$ cat src/rtl/hazard_ctrl_if.sv
// -----------------------------------------------------------------------------
// hazard_ctrl_if
//   Bundles the ID/EX/MEM pipeline status seen by the hazard controller and
//   the forwarding/stall/flush controls it returns.
//   master : pipeline side (drives stage status, receives controls)
//   slave  : hazard_ctrl side
//   Stage status : id_rs, id_rt, id_use_rs, id_use_rt, id_md_op, id_md_read,
//                  ex_rd, ex_regwrite, ex_memread, mem_rd, mem_regwrite,
//                  ex_branch_taken
//   Controls     : fwd_a_sel, fwd_b_sel, stall_if_id, bubble_id_ex,
//                  flush_if_id, md_busy
// -----------------------------------------------------------------------------
interface hazard_ctrl_if;
   logic [4:0] id_rs;
   logic [4:0] id_rt;
   logic       id_use_rs;
   logic       id_use_rt;
   logic       id_md_op;
   logic       id_md_read;
   logic [4:0] ex_rd;
   logic       ex_regwrite;
   logic       ex_memread;
   logic [4:0] mem_rd;
   logic       mem_regwrite;
   logic       ex_branch_taken;
   logic [1:0] fwd_a_sel;
   logic [1:0] fwd_b_sel;
   logic       stall_if_id;
   logic       bubble_id_ex;
   logic       flush_if_id;
   logic       md_busy;

   modport master (
      output id_rs, id_rt, id_use_rs, id_use_rt, id_md_op, id_md_read,
             ex_rd, ex_regwrite, ex_memread, mem_rd, mem_regwrite,
             ex_branch_taken,
      input  fwd_a_sel, fwd_b_sel, stall_if_id, bubble_id_ex, flush_if_id,
             md_busy
   );

   modport slave (
      input  id_rs, id_rt, id_use_rs, id_use_rt, id_md_op, id_md_read,
             ex_rd, ex_regwrite, ex_memread, mem_rd, mem_regwrite,
             ex_branch_taken,
      output fwd_a_sel, fwd_b_sel, stall_if_id, bubble_id_ex, flush_if_id,
             md_busy
   );
endinterface

$ cat src/rtl/hazard_ctrl.sv
// -----------------------------------------------------------------------------
// hazard_ctrl
//   Pipeline hazard controller for the 5-stage CPU. Produces registered
//   EX-stage forwarding selects (00 ID/EX, 01 EX/MEM, 10 MEM/WB), and
//   same-cycle stall / bubble / flush controls for load-use hazards, taken
//   branches and the multi-cycle mult/div unit.
//   Parameters : MD_LAT  mult/div occupancy in cycles (>=1)
//                CNT_W   down-counter width (holds MD_LAT-1)
//   Ports      : clk    rising-edge clock
//                rst_n  asynchronous active-low reset
//                hz     hazard_ctrl_if.slave (stage status in, controls out)
// -----------------------------------------------------------------------------
module hazard_ctrl #(
   parameter int unsigned MD_LAT = 32,
   parameter int unsigned CNT_W  = 6
) (
   input  logic          clk,
   input  logic          rst_n,
   hazard_ctrl_if.slave  hz
);

   typedef enum logic {IDLE, MD_BUSY} state_t;

   state_t             r_state;
   logic [CNT_W-1:0]   r_cnt;
   logic               r_md_busy;
   logic [1:0]         r_fwd_a;
   logic [1:0]         r_fwd_b;

   logic               w_load_use;
   logic               w_md_hz;
   logic               w_stall;
   logic               w_flush;
   logic               w_bubble;
   logic               w_md_start;
   logic [1:0]         w_fwd_a;
   logic [1:0]         w_fwd_b;

   // ---------------- hazard detection ----------------
   assign w_load_use = hz.ex_memread && (hz.ex_rd != '0) &&
                       ((hz.id_use_rs && (hz.ex_rd == hz.id_rs)) ||
                        (hz.id_use_rt && (hz.ex_rd == hz.id_rt)));

   assign w_md_hz    = r_md_busy && (hz.id_md_op || hz.id_md_read);

   // rst_n gates the controls so nothing leaks out while reset is asserted;
   // a taken branch overrides stall since the ID instruction is wrong-path.
   assign w_flush    = rst_n && hz.ex_branch_taken;
   assign w_stall    = rst_n && !hz.ex_branch_taken && (w_load_use || w_md_hz);
   assign w_bubble   = w_stall || w_flush;

   assign w_md_start = hz.id_md_op && !w_stall && !hz.ex_branch_taken;

   // ---------------- forwarding selects ----------------
   always_comb begin
      w_fwd_a = 2'b00;
      if (hz.ex_regwrite && (hz.ex_rd != '0) && hz.id_use_rs && (hz.ex_rd == hz.id_rs))
         w_fwd_a = 2'b01;
      else if (hz.mem_regwrite && (hz.mem_rd != '0) && hz.id_use_rs && (hz.mem_rd == hz.id_rs))
         w_fwd_a = 2'b10;
   end

   always_comb begin
      w_fwd_b = 2'b00;
      if (hz.ex_regwrite && (hz.ex_rd != '0) && hz.id_use_rt && (hz.ex_rd == hz.id_rt))
         w_fwd_b = 2'b01;
      else if (hz.mem_regwrite && (hz.mem_rd != '0) && hz.id_use_rt && (hz.mem_rd == hz.id_rt))
         w_fwd_b = 2'b10;
   end

   // A bubble turns the incoming EX instruction into a NOP, so no forwarding.
   always_ff @(posedge clk or negedge rst_n) begin
      if (!rst_n) begin
         r_fwd_a <= 2'b00;
         r_fwd_b <= 2'b00;
      end else if (w_bubble) begin
         r_fwd_a <= 2'b00;
         r_fwd_b <= 2'b00;
      end else begin
         r_fwd_a <= w_fwd_a;
         r_fwd_b <= w_fwd_b;
      end
   end

   // ---------------- mult/div occupancy FSM ----------------
   always_ff @(posedge clk or negedge rst_n) begin
      if (!rst_n) begin
         r_state   <= IDLE;
         r_cnt     <= '0;
         r_md_busy <= 1'b0;
      end else begin
         case (r_state)
            IDLE: begin
               if (w_md_start) begin
                  r_state   <= MD_BUSY;
                  r_cnt     <= CNT_W'(MD_LAT - 1);
                  r_md_busy <= 1'b1;
               end
            end
            MD_BUSY: begin
               if (r_cnt != '0) begin
                  r_cnt <= r_cnt - CNT_W'(1);
               end else begin
                  r_state   <= IDLE;
                  r_md_busy <= 1'b0;
               end
            end
            default: begin
               r_state   <= IDLE;
               r_cnt     <= '0;
               r_md_busy <= 1'b0;
            end
         endcase
      end
   end

   assign hz.fwd_a_sel    = r_fwd_a;
   assign hz.fwd_b_sel    = r_fwd_b;
   assign hz.stall_if_id  = w_stall;
   assign hz.bubble_id_ex = w_bubble;
   assign hz.flush_if_id  = w_flush;
   assign hz.md_busy      = r_md_busy;

endmodule

$ cat src/flat_wrapper.sv
// flat-port wrapper written by rule: the top's interface ports become plain ports
module hazard_ctrl_flat 
#(
   parameter int unsigned MD_LAT = 32,
   parameter int unsigned CNT_W  = 6
)
  (clk, rst_n, hz_id_rs, hz_id_rt, hz_id_use_rs, hz_id_use_rt, hz_id_md_op, hz_id_md_read, hz_ex_rd, hz_ex_regwrite, hz_ex_memread, hz_mem_rd, hz_mem_regwrite, hz_ex_branch_taken, hz_fwd_a_sel, hz_fwd_b_sel, hz_stall_if_id, hz_bubble_id_ex, hz_flush_if_id, hz_md_busy);
  hazard_ctrl_if hz_i ();
  input  logic clk;
  input  logic rst_n;
  input wire logic [$bits(hz_i.id_rs)-1:0] hz_id_rs;
  input wire logic [$bits(hz_i.id_rt)-1:0] hz_id_rt;
  input wire logic [$bits(hz_i.id_use_rs)-1:0] hz_id_use_rs;
  input wire logic [$bits(hz_i.id_use_rt)-1:0] hz_id_use_rt;
  input wire logic [$bits(hz_i.id_md_op)-1:0] hz_id_md_op;
  input wire logic [$bits(hz_i.id_md_read)-1:0] hz_id_md_read;
  input wire logic [$bits(hz_i.ex_rd)-1:0] hz_ex_rd;
  input wire logic [$bits(hz_i.ex_regwrite)-1:0] hz_ex_regwrite;
  input wire logic [$bits(hz_i.ex_memread)-1:0] hz_ex_memread;
  input wire logic [$bits(hz_i.mem_rd)-1:0] hz_mem_rd;
  input wire logic [$bits(hz_i.mem_regwrite)-1:0] hz_mem_regwrite;
  input wire logic [$bits(hz_i.ex_branch_taken)-1:0] hz_ex_branch_taken;
  output wire logic [$bits(hz_i.fwd_a_sel)-1:0] hz_fwd_a_sel;
  output wire logic [$bits(hz_i.fwd_b_sel)-1:0] hz_fwd_b_sel;
  output wire logic [$bits(hz_i.stall_if_id)-1:0] hz_stall_if_id;
  output wire logic [$bits(hz_i.bubble_id_ex)-1:0] hz_bubble_id_ex;
  output wire logic [$bits(hz_i.flush_if_id)-1:0] hz_flush_if_id;
  output wire logic [$bits(hz_i.md_busy)-1:0] hz_md_busy;
  assign hz_i.id_rs = hz_id_rs;
  assign hz_i.id_rt = hz_id_rt;
  assign hz_i.id_use_rs = hz_id_use_rs;
  assign hz_i.id_use_rt = hz_id_use_rt;
  assign hz_i.id_md_op = hz_id_md_op;
  assign hz_i.id_md_read = hz_id_md_read;
  assign hz_i.ex_rd = hz_ex_rd;
  assign hz_i.ex_regwrite = hz_ex_regwrite;
  assign hz_i.ex_memread = hz_ex_memread;
  assign hz_i.mem_rd = hz_mem_rd;
  assign hz_i.mem_regwrite = hz_mem_regwrite;
  assign hz_i.ex_branch_taken = hz_ex_branch_taken;
  assign hz_fwd_a_sel = hz_i.fwd_a_sel;
  assign hz_fwd_b_sel = hz_i.fwd_b_sel;
  assign hz_stall_if_id = hz_i.stall_if_id;
  assign hz_bubble_id_ex = hz_i.bubble_id_ex;
  assign hz_flush_if_id = hz_i.flush_if_id;
  assign hz_md_busy = hz_i.md_busy;
  hazard_ctrl #(.MD_LAT(MD_LAT), .CNT_W(CNT_W)) u_core (.clk(clk), .rst_n(rst_n), .hz(hz_i));
endmodule
$ cat config.mk
export PLATFORM = sky130hd
export DESIGN_NAME = hazard_ctrl_flat
export DESIGN_NICKNAME = d
export VERILOG_FILES = /design/src/rtl/hazard_ctrl_if.sv /design/src/rtl/hazard_ctrl.sv /design/src/flat_wrapper.sv
export SDC_FILE = /design/constraint.sdc
export NUM_CORES = 1
export LEC_CHECK = 0
export CORE_MARGIN = 3
export CORE_UTILIZATION = 25
export DETAILED_ROUTE_END_ITERATION = 12
export GPL_TIMING_DRIVEN = 0
export PLACE_DENSITY = 0.55
export SLEW_MARGIN = 5
export SYNTH_ARGS = -nofsm -noshare
export SYNTH_HDL_FRONTEND = slang
export SYNTH_SLANG_ARGS = --single-unit
export TNS_END_PERCENT = 10
$ cat constraint.sdc
create_clock -name clk -period 3.2 [get_ports clk]
set_clock_uncertainty 0.1 [all_clocks]
set_input_delay 0.64 -clock clk [delete_from_list [all_inputs] [get_ports clk]]
set_output_delay 0.64 -clock clk [all_outputs]
set_load 0.005 [all_outputs]
==> metrics.log <==
INFO  metric run_status = finished, final reports clean
INFO  metric drt_first_pass_iters = 4
INFO  metric worst_slew_pin_slew = 0.664 ns
INFO  metric grt_pass1_wl = 3.71 mm
INFO  metric cts-root-buf = sky130_fd_sc_hd__clkbuf_4
INFO  metric cts-hold-fix-buffers = 0
INFO  metric max-slew-margin-rel = 55.7%
INFO  metric fin_crit_sh = 97.7%
INFO  metric drt-total-wl = 2.33 mm
INFO  metric ir_drop = 0.000121 V
INFO  metric grt_util_met1 = 11.5%
INFO  metric grt_start_max_net_pins = 18
INFO  metric place.gp.congestion = 0.780
INFO  metric seq_power_share = 40.2%
INFO  metric post_synth_instance_area = 865 sq um
INFO  metric synth_sequential_area_ratio = 34.7%
INFO  metric clock_sink_count = 12
INFO  metric power.share.switching = 32.3%
INFO  metric placed_cell_area = 0.00129 sq mm
INFO  metric io_buffers = 37
INFO  metric final_antenna_diode_count = 0
INFO  metric cp.required = 2.46 ns
INFO  metric floorplan.io_pins = 38
INFO  metric post_route_cells_drive_above_1_share = 6.52%
INFO  metric floorplan.rows = 20
INFO  metric post-synth-top-area-cell = sky130_fd_sc_hd__dfrtp_1
INFO  metric core = 0.00318 sq mm
INFO  metric drc = 0
INFO  metric fraction_of_registers_with_async_set_or_reset_after_synthesis = 100%
INFO  metric comb_power_share = 38.6%
INFO  metric grt_antenna_before_repair = 0
INFO  metric worst-path-max-fanout = 2
INFO  metric cts_tree = yes
INFO  metric synthesized_area_divided_by_synthesized_cell_count = 9.20 sq um
INFO  metric worst_setup_hold_path_clk_slew = 0.07 ns
INFO  metric synthDominantCellAreaShare = 34.7%
INFO  metric criticalPathCategory = primary input to primary output
INFO  metric grt_setup_unrepaired = no
INFO  metric die_height = 64.8 microns
INFO  metric maxCapViolations = 0
INFO  metric postSynthNetCount = 126
INFO  metric power.net_switching = 176 uW
INFO  metric max_clock_freq = 0.320 GHz
INFO  metric vias_in_the_first_global_route = 918
INFO  metric synth-warning-count = 0
INFO  metric ys.flop_type = sky130_fd_sc_hd__dfrtp_1
INFO  metric internal-power = 368 uW
INFO  metric worst_path_largest_cell_delay = 0.52 ns
INFO  metric synthCells = 94
INFO  metric end_kind = primary output
INFO  metric route.antenna.remaining_nets = 0
INFO  metric grtUsageTotal = 11.4%
INFO  metric globalRouteOverflowTotal = 0
INFO  metric drv_slew = 0
INFO  metric finalWorstPathRequiredPeriod = 3.13 ns
INFO  metric p_leak = 0.632 nW
INFO  metric crit_arrival = 2.39 ns
INFO  metric vias = 875
INFO  metric totalPowerFinal = 544 uW
INFO  metric htreeDepth = 1
INFO  metric fp.dieArea = 0.00420 sq mm
INFO  metric globalRouteMet2Util = 22.0%
INFO  metric viasPerCell = 4.81
INFO  metric timing.critical_path.slowest_stage_cell = sky130_fd_sc_hd__clkdlybuf4s50_1
INFO  metric detailedPlacementHpwl = 2.04 mm
INFO  metric wire_per_inst = 12.8 microns
INFO  metric design.final.nets = 171
INFO  metric number_of_library_cell_types_mapped_by_synthesis = 31
INFO  metric numCtsBuffers = 3
INFO  metric holdCritPathClass = primary input to async pin
INFO  metric worstPathCellList = clkdlybuf4s50_1 > xor2_1 > nor4_1 > and3_1 > or2_1 > a221o_2 > dlygate4sd2_1
INFO  metric count_of_flip_flops_with_a_built_in_enable_after_synthesis = 0
INFO  metric ys_seq_elements = 12
INFO  metric globalRouteMet3Util = 2.77%
INFO  metric hold_viol = 0
INFO  metric initialDrtViolationCount = 16
INFO  metric die_x = 64.8 microns
INFO  metric initial_utilization = 27.2%
INFO  metric clk_path_buf_depth = 2
INFO  metric post_synth_main_area_contributors = sky130_fd_sc_hd__dfrtp_1 (35%), sky130_fd_sc_hd__xor2_1 (16%), sky130_fd_sc_hd__xnor2_1 (5.1%)
INFO  metric worst_skew_pair.late_latency = 0.26 ns
INFO  metric grt_most_used_layer = met2
INFO  metric report.final.setup_viol = 0
INFO  metric clock_share_of_power = 21.2%
INFO  metric layout.cell_area.non_filler = 0.00136 sq mm
INFO  metric area.growth.synth_to_final = 57.0%
INFO  metric power.density = 401 mW/mm^2
INFO  metric critPathLaunchType = primary input
## metal layers
metal,wire length (microns),vias to the layer above
met5,0,-
met4,40,0
met3,152,6
met2,1230,37
met1,905,401
li1,-,431
## worst paths after layout
kind,from,end,slack [ns],cells past startpoint
worst max-delay path,hz_id_rt[2],hz_bubble_id_ex,0.07,7
worst min-delay path,rst_n,u_core.r_state,0.29,1
worst max register to register,u_core.r_cnt[2],u_core.r_cnt[0],1.44,5
worst min register to register,u_core.r_cnt[5],u_core.r_cnt[5],0.37,1
max in group asynchronous,rst_n,u_core.r_cnt[0],2.29,1
min in group clk,u_core.r_cnt[5],u_core.r_cnt[5],0.37,1
## worst max-delay path, delay by kind of cell
family,cells,cell delay (ns)
compound gates,1,0.37
xor+xnor,1,0.15
buf+inv,2,0.79
simple gates,3,0.44
## cells in the final DEF, fill, tap and decap left out
cell type / netlist / layout
sky130_fd_sc_hd__nor3_1: 5 / 5
sky130_fd_sc_hd__nand2_1: 3 / 3
sky130_fd_sc_hd__clkbuf_1: 1 / 1
sky130_fd_sc_hd__clkdlybuf4s50_1: 0 / 23
sky130_fd_sc_hd__a22oi_1: 1 / 1
sky130_fd_sc_hd__a2bb2oi_1: 1 / 1
sky130_fd_sc_hd__ha_1: 2 / 2
sky130_fd_sc_hd__dlygate4sd2_1: 0 / 7
sky130_fd_sc_hd__mux2i_1: 1 / 1
sky130_fd_sc_hd__nand3b_1: 1 / 1
sky130_fd_sc_hd__xor2_1: 16 / 16
sky130_fd_sc_hd__or2_1: 1 / 1
sky130_fd_sc_hd__buf_4: 0 / 3
sky130_fd_sc_hd__o211a_1: 2 / 2
sky130_fd_sc_hd__mux2_2: 1 / 1
sky130_fd_sc_hd__o21ai_1: 1 / 1
sky130_fd_sc_hd__nor4_1: 4 / 4
sky130_fd_sc_hd__dlymetal6s2s_1: 0 / 7
sky130_fd_sc_hd__o21ai_0: 3 / 3
sky130_fd_sc_hd__clkbuf_8: 0 / 1
sky130_fd_sc_hd__inv_1: 3 / 3
sky130_fd_sc_hd__dfrtp_1: 12 / 12
sky130_fd_sc_hd__and3_1: 3 / 3
sky130_fd_sc_hd__or3_1: 1 / 1
sky130_fd_sc_hd__nand4_1: 4 / 4
sky130_fd_sc_hd__or4_1: 1 / 1
sky130_fd_sc_hd__o2111a_1: 1 / 1
sky130_fd_sc_hd__clkbuf_4: 0 / 3
sky130_fd_sc_hd__nor2b_1: 2 / 2
sky130_fd_sc_hd__and2_1: 2 / 2
sky130_fd_sc_hd__o21a_1: 2 / 2
sky130_fd_sc_hd__a211o_1: 1 / 1
sky130_fd_sc_hd__a221o_2: 1 / 1
sky130_fd_sc_hd__a31oi_1: 1 / 1
sky130_fd_sc_hd__nor2_1: 6 / 6
sky130_fd_sc_hd__xnor2_1: 5 / 5
sky130_fd_sc_hd__nand3_1: 6 / 6
## what timing repair did
action / 4_1_cts / 5_1_grt
gates resized for setup: 7 / 7
pin swaps: 3 / 0
buffers inserted: 3 / 0
setup endpoints to repair: 2 / 2
## synthesized netlist by cell type, drive strengths merged (2+ instances only)
| cell type | count |
|---|---|
| inv | 3 |
| xnor2 | 5 |
| o21ai | 4 |
| and3 | 3 |
| nor2b | 2 |
| o211a | 2 |
| nand4 | 4 |
| nand3 | 6 |
| xor2 | 16 |
| ha | 2 |
| and2 | 2 |
| nor3 | 5 |
| nor4 | 4 |
| dfrtp | 12 |
| nand2 | 3 |
| nor2 | 6 |
| o21a | 2 |
## power by group through the flow
stage               Combinational (mW)  Clock [mW]  Sequential (mW)
floorplan                        0.129           0            0.214
global route                     0.235       0.128            0.223
CTS                              0.215       0.119            0.219
global placement                 0.211           0            0.220
finish                           0.210       0.115            0.219
detailed placement               0.216           0            0.221
## sequential cells by signal (all words and copies together), names as in the netlist
register and count:
u_core.r_cnt 6, u_core.hz.fwd_a_sel 2, u_core.hz.fwd_b_sel 2, u_core.hz.md_busy 1
u_core.r_state 1
## metrics by stage
| step | hold WS (ns) | worst slack (ns) | utilization (%) | setup TNS (ns) | instances |
|---|---|---|---|---|---|
| finish | 0.289 | 0.0734 | 42.7 | 0 | 182 |
| global route | 0.351 | 0.00994 | 42.7 | 0 | 182 |
| CTS | 0.380 | 0.00174 | 42.2 | 0 | 182 |
| detailed placement | 0.371 | -0.347 | 40.6 | -0.659 | 175 |
| global placement | 0.353 | -0.305 | 40.6 | -0.507 | 175 |
| floorplan | 0.244 | 0.833 | - | 0 | 94 |
## cells by family after synthesis
kind of cell | after synthesis | share of synthesized area [%]
simple gates | 39 | 24.3
xor+xnor | 21 | 21.3
compound gates | 14 | 12.6
flops | 12 | 34.7
buf+inv | 4 | 1.74
mux | 2 | 2.46
fa+ha+maj | 2 | 2.89
## area by class of cell
cell class	instances	area, sq um
flip-flops and latches	12	300
well taps	44	55.1
inverters	3	11.3
clock buffers	4	36.3
plain buffers	1	3.75
repair buffers	40	402
fillers	326	1820
multi-input cells	78	549
Note: power is estimated with default switching activity, not from simulation.
